**src/rtl/pipeline_hazard_ctrl.sv**
```systemverilog
// Stall/flush controller for the 5-stage RV32 pipeline.
// Load-use, taken-branch and data-memory-wait handling, with a wait watchdog and perf counters.
module pipeline_hazard_ctrl #(
  parameter int MEM_TIMEOUT = 16,
  parameter int CNT_W       = 32
) (
  input  logic             clock,
  input  logic             reset,
  input  logic [4:0]       id_rs1,
  input  logic [4:0]       id_rs2,
  input  logic             id_uses_rs1,
  input  logic             id_uses_rs2,
  input  logic             ex_mem_read,
  input  logic [4:0]       ex_rd,
  input  logic             ex_branch_taken,
  input  logic             mem_req,
  input  logic             mem_ready,
  output logic             pc_en,
  output logic             if_id_en,
  output logic             id_ex_en,
  output logic             ex_mem_en,
  output logic             mem_wb_en,
  output logic             if_id_flush,
  output logic             id_ex_flush,
  output logic             mem_wb_flush,
  output logic             mem_timeout,
  output logic [CNT_W-1:0] stall_count,
  output logic [CNT_W-1:0] flush_count
);

  localparam int WCNT_W = $clog2(MEM_TIMEOUT);
  localparam logic [WCNT_W-1:0] WCNT_LAST = WCNT_W'(MEM_TIMEOUT - 1);

  typedef enum logic [1:0] {S_RUN, S_WAIT, S_ERROR} state_t;

  state_t            r_state;
  state_t            w_next;
  logic [WCNT_W-1:0] r_wcnt;
  logic [CNT_W-1:0]  r_stall_cnt;
  logic [CNT_W-1:0]  r_flush_cnt;
  logic              w_lu;
  logic              w_mem_block;
  logic              w_branch_act;

  assign w_lu = ex_mem_read && (ex_rd != 5'd0) &&
                ((id_uses_rs1 && (id_rs1 == ex_rd)) || (id_uses_rs2 && (id_rs2 == ex_rd)));

  // In WAIT the stall holds on mem_ready alone; in RUN it needs an outstanding request.
  assign w_mem_block = (r_state == S_WAIT) ? !mem_ready
                                           : ((r_state == S_RUN) && mem_req && !mem_ready);

  always_ff @(posedge clock or posedge reset) begin
    if (reset) begin
      r_state <= S_RUN;
    end else begin
      r_state <= w_next;
    end
  end

  always_comb begin
    w_next = r_state;
    case (r_state)
      S_RUN:   if (mem_req && !mem_ready) w_next = S_WAIT;
      S_WAIT: begin
        if (mem_ready)                w_next = S_RUN;
        else if (r_wcnt == WCNT_LAST) w_next = S_ERROR;
      end
      default: w_next = S_ERROR;
    endcase
  end

  always_comb begin
    pc_en        = 1'b1;
    if_id_en     = 1'b1;
    id_ex_en     = 1'b1;
    ex_mem_en    = 1'b1;
    mem_wb_en    = 1'b1;
    if_id_flush  = 1'b0;
    id_ex_flush  = 1'b0;
    mem_wb_flush = 1'b0;
    w_branch_act = 1'b0;
    if (reset) begin
      {pc_en, if_id_en, id_ex_en, ex_mem_en, mem_wb_en} = '0;
      {if_id_flush, id_ex_flush, mem_wb_flush}          = '1;
    end else if (r_state == S_ERROR) begin
      {pc_en, if_id_en, id_ex_en, ex_mem_en, mem_wb_en} = '0;
    end else if (w_mem_block) begin
      {pc_en, if_id_en, id_ex_en, ex_mem_en} = '0;
      mem_wb_flush = 1'b1;
    end else if (ex_branch_taken) begin
      if_id_flush  = 1'b1;
      id_ex_flush  = 1'b1;
      w_branch_act = 1'b1;
    end else if (w_lu) begin
      pc_en       = 1'b0;
      if_id_en    = 1'b0;
      id_ex_flush = 1'b1;
    end
  end

  assign mem_timeout = (r_state == S_ERROR);

  always_ff @(posedge clock or posedge reset) begin
    if (reset) begin
      r_wcnt <= '0;
    end else if ((r_state == S_WAIT) && !mem_ready && (w_next == S_WAIT)) begin
      r_wcnt <= r_wcnt + WCNT_W'(1);
    end else begin
      r_wcnt <= '0;
    end
  end

  always_ff @(posedge clock or posedge reset) begin
    if (reset) begin
      r_stall_cnt <= '0;
      r_flush_cnt <= '0;
    end else begin
      if (!pc_en)       r_stall_cnt <= r_stall_cnt + CNT_W'(1);
      if (w_branch_act) r_flush_cnt <= r_flush_cnt + CNT_W'(1);
    end
  end

  assign stall_count = r_stall_cnt;
  assign flush_count = r_flush_cnt;

endmodule
```
**config.mk**
```make
export PLATFORM = sky130hd
export DESIGN_NAME = pipeline_hazard_ctrl
export DESIGN_NICKNAME = d
export VERILOG_FILES = /design/src/rtl/pipeline_hazard_ctrl.sv
export SDC_FILE = /design/constraint.sdc
export NUM_CORES = 1
export LEC_CHECK = 0
export BUFFER_PORTS_ARGS = -buffer_cell sky130_fd_sc_hd__buf_2
export CORE_ASPECT_RATIO = 0.9
export CORE_MARGIN = 2
export CORE_UTILIZATION = 52
export DETAILED_ROUTE_END_ITERATION = 10
export HOLD_SLACK_MARGIN = 0.12
export PLACE_DENSITY_LB_ADDON = 0.3
export SETUP_SLACK_MARGIN = 0.1
export SLEW_MARGIN = 0
export SYNTH_ARGS = -nofsm -noshare
export SYNTH_HDL_FRONTEND = slang
export SYNTH_SLANG_ARGS = --single-unit
```
**constraint.sdc**
```tcl
create_clock -name clock -period 3.3 [get_ports clock]
set_clock_uncertainty 0.2 [all_clocks]
set_input_delay 0.33 -clock clock [delete_from_list [all_inputs] [get_ports clock]]
set_output_delay 0.33 -clock clock [all_outputs]
set_load 0.02 [all_outputs]
```
* After elaboration in Yosys (flattened, before gate mapping) *
Cells that the tools add are included.

word-level totals
  flip-flop bits (word level) = 70
  latch bits = 0
  bits in writable memories = 0
  bits in read-only memories = 0
  bits of input ports = 23
  output and inout port bits = 73
  memories = 0

operators by class
  add/sub/neg operators = 3
  multiply operators = 0
  divide/modulo/power cells = 0
  $lt $le $gt $ge = 0
  eq/ne operators = 6
  shift-type cells = 0
  mux-type cells = 29
  bitwise logic cells = 0
  reduce and logical (&&, ||, !) cells = 13

operators by type and width
  kind                     count
  $add A32 B1 Y32 const B  2
  $mux W1                  24
  $eq A5 B5 Y1             2
  $logic_and A1 B1 Y1      9
  $mux W2                  3
  $reduce_bool A5 Y1       1
  $add A4 B1 Y4 const B    1
  $eq A2 B1 Y1 const B     2
  $eq A4 B4 Y1 const B     1
  $mux W4                  1
  $pmux W2 S2              1
  $eq A2 B2 Y1 const B     1
  $logic_not A2 Y1         1
  $logic_not A1 Y1         1
  $logic_or A1 B1 Y1       1

* Longest topological paths before layout *
  depth in word-level cells = 9
  gate-level depth with buffers = 7
  depth with buffers taken out = 6

* Worst setup path before layout *
Ideal clock, no wire load.

  kind = input-to-output
  start = input reset
  end = output id_ex_flush
  data arrival time = 3,087 ps
  path slack = -317 ps
  cell stages on the path = 3
  path buffers = 0
  cells stage by stage = inv_1 o21ai_0 a21o_1

between the ends
  cells in the longest elaborated chain, start to end = 1

RTL lines
  what         RTL line  RTL
  from (decl)  8         input logic reset,
  $mux W1      82        if (reset) begin
  to (decl)    24        output logic id_ex_flush,

No other way between the ends.

* Worst setup path after layout *
  start = input mem_req
  end = output pc_en

between the ends
  cells in the longest elaborated chain, start to end = 6

RTL lines
  what                              RTL line  RTL
  from (decl)                       16        input logic mem_req,
  $logic_and A1 B1 Y1 (2 in a row)  50        : ((r_state == S_RUN) && mem_req && !mem_ready);
  $mux W1                           49        assign w_mem_block = (r_state == S_WAIT) ? !mem_ready
  $mux W1                           87        end else if (w_mem_block) begin
  $mux W1                           85        end else if (r_state == S_ERROR) begin
  $mux W1                           82
  to (decl)                         18        output logic pc_en,

No other way between the ends.

==> impl_metrics.json <==
{
  "clock-sinks": 70,
  "cts_root_buf": "clkbuf_8",
  "cts_made_buffers": 9,
  "synthFlopType": "dfrtp_1",
  "dr_wl_met2_um": 3465,
  "layout-drive-gt1-share_pct": 31.29,
  "synthArstFlopShare_pct": 100.0,
  "fill_cells": 529,
  "dp_hpwl_um": 5081,
  "grt_overflow": 0,
  "cts_resized": 0,
  "fin_area_mm2": 0.004225,
  "cts_post_setup_buffers_inserted": 0,
  "postLayoutCoreUtil_pct": 65.19,
  "portBuffers": 95,
  "syn_inst": 315,
  "path_class": "in2out",
  "dieArea_mm2": 0.007279,
  "final_common_cell": "buf_2",
  "cts_buffer_depth": 2,
  "dpl_cell_area_mm2": 0.003995,
  "maxSlewHeadroom_pct": 43.59,
  "crit_fanout": 21,
  "grt_pass1_wl_um": 12050,
  "wl_met1_um": 3086,
  "routed-wl-met3_um": 329,
  "synth_edf_count": 0,
  "layout_common_cells": "95 x buf_2, 70 x dfrtp_1, 40 x xor2_1",
  "drv_cap": 0,
  "fin_ws_ns": 0.4760,
  "rsz0062_at_grt": "no",
  "ys_ff_latch": 70,
  "num-nets-final": 446,
  "finalNonFillerCells": 515,
  "finalWirelength_um": 6931,
  "status": "finished clean",
  "track_usage_pct": 20.64,
  "viasPerCell": 5.074,
  "clkTransAtPathRegs_ns": 0.07,
  "hold_buffers": 3,
  "multiInputGateArea_mm2": 0.001603,
  "min_period_ns": 2.824,
  "p_leak_nw": 2.059,
  "cp.required_ns": 2.77,
  "post-place-cells": 496,
  "peakVddDrop_v": 0.0003621,
  "cp-end-kind": "output pin",
  "routedWlPerCell_um": 13.46,
  "syn_to_final_growth_pct": 22.89,
  "synth_seq_area_share_pct": 50.95,
  "avgSynthCellArea_um2": 10.92,
  "grt_pass1_vias": 2571,
  "grt_max_degree": 69,
  "dieHeight_um": 81.14,
  "rows": 28,
  "slew_viol_final": 0,
  "ios": 96,
  "p_per_area_mw_per_mm2": 560.1,
  "syn_area_mm2": 0.003438,
  "post-route-period-util_pct": 85.57,
  "setup_tns_ns": 0,
  "top_layer": "met4",
  "crit_arrival_ns": 2.29,
  "hold_violations": 0,
  "cts_tree": "built",
  "synth_fp_nets": 341,
  "max_freq_ghz": 0.3541,
  "start_kind": "input pin",
  "place_ws_ns": 0.6908,
  "ant_nets": 0,
  "cts_htree_levels": 3,
  "ys_warn_count": 0,
  "drc": 0,
  "die_x_um": 89.72,
  "clk_latency_ns": 0.33,
  "core_mm2": 0.006481,
  "setup_viol": 0,
  "n_antenna_cell": 0,
  "vias": 2613,
  "hold_slack_ns": 0.1692,
  "antenna_found_initial": 0,
  "first_iter_violations": 119,
  "firstDrtPassIters": 4,
  "power_mw": 2.367,
  "start_util_pct": 53.05,
  "ys_types": 43,
  "routabilityCongestion": 0.8951,
  "worst_slew_pin_slew_ns": 0.8462,
  "hp-class": "in2reg",
  "register_area_mm2": 0.001752
}
## flip-flops by register name, summed over array words and instances (netlist names)
name         cells
flush_count     32
stall_count     32
r_wcnt           4
r_state          2
## per-layer routing
| metal | global-route usage (%) | vias to the layer above |
|---|---|---|
| met5 | 0 | - |
| met4 | 5.231 | 0 |
| met3 | 6.865 | 6 |
| met2 | 34.55 | 60 |
| met1 | 26.41 | 1274 |
| li1 | - | 1273 |
## worst paths after layout
path | from | to | slack (ns) | cells after the start
setup / recovery | mem_req | pc_en | 0.48 | 7
hold / removal | ex_branch_taken | flush_count[0]$_DFFE_PP0P_ | 0.17 | 3
setup reg to reg | r_state[0]$_DFF_PP0_ | stall_count[28]$_DFFE_PP0N_ | 0.95 | 7
hold reg to reg | r_wcnt[0]$_DFF_PP0_ | r_wcnt[0]$_DFF_PP0_ | 0.26 | 1
max in group asynchronous | reset | flush_count[24]$_DFFE_PP0P_ | 1.61 | 4
min in group asynchronous | reset | r_state[1]$_DFF_PP0_ | 0.26 | 3
## critical path, cell delays in order
cell	delay (ns)
dlygate4sd3_1	0.53
buf_2	0.13
nor2_2	0.18
o21ai_2	0.11
nor2_1	0.18
a21boi_4	0.55
buf_2	0.27
## where the power goes
group	leakage, nW	switching (mW)	total, mW	internal [mW]
clock	0.106	0.301	0.688	0.387
sequential	0.866	0.125	1.10	0.974
combinational	1.09	0.357	0.579	0.223
total	2.06	0.783	2.37	1.58
## logic make-up (layout without fill, tap and decap cells)
| logic type | Yosys count | count (layout) | synth area share, % |
|---|---|---|---|
| flip-flops | 70 | 70 | 50.95 |
| adder cells (fa/ha/maj) | 3 | 3 | 1.092 |
| XOR/XNOR | 74 | 74 | 19.07 |
| buffers and inverters | 14 | 124 | 2.438 |
| multiplexers | 2 | 2 | 0.6550 |
| AO/OA/AOI/OAI | 10 | 10 | 2.766 |
| AND/OR/NAND/NOR | 142 | 142 | 23.04 |
## area by class of cell
class	instances	area share, %
Inverter	7	0.7107
Multi-Input combinational cell	231	37.93
Sequential cell	70	41.46
Clock buffer	12	3.672
Timing Repair Buffer	101	12.50
Tap cell	90	2.665
Clock inverter	4	1.066
## cell usage after synthesis, types with 3 or more instances
library cell | number | area share, %
nor2_1 | 26 | 2.8
nand2_1 | 27 | 2.9
xor2_1 | 40 | 10
ha_1 | 3 | 1.1
nand3_1 | 20 | 2.9
o21ai_0 | 3 | 0.44
xnor2_1 | 33 | 8.4
nor3b_1 | 3 | 0.65
nor2b_2 | 3 | 0.76
dfrtp_1 | 70 | 51
and3_1 | 11 | 2.0
nand4_1 | 10 | 1.8
inv_1 | 7 | 0.76
and4_1 | 6 | 1.5
buf_6 | 3 | 0.98
nand2b_1 | 5 | 0.91
nor2_2 | 3 | 0.55
nor3_1 | 12 | 1.7
Power figures use the tool's default switching activity.
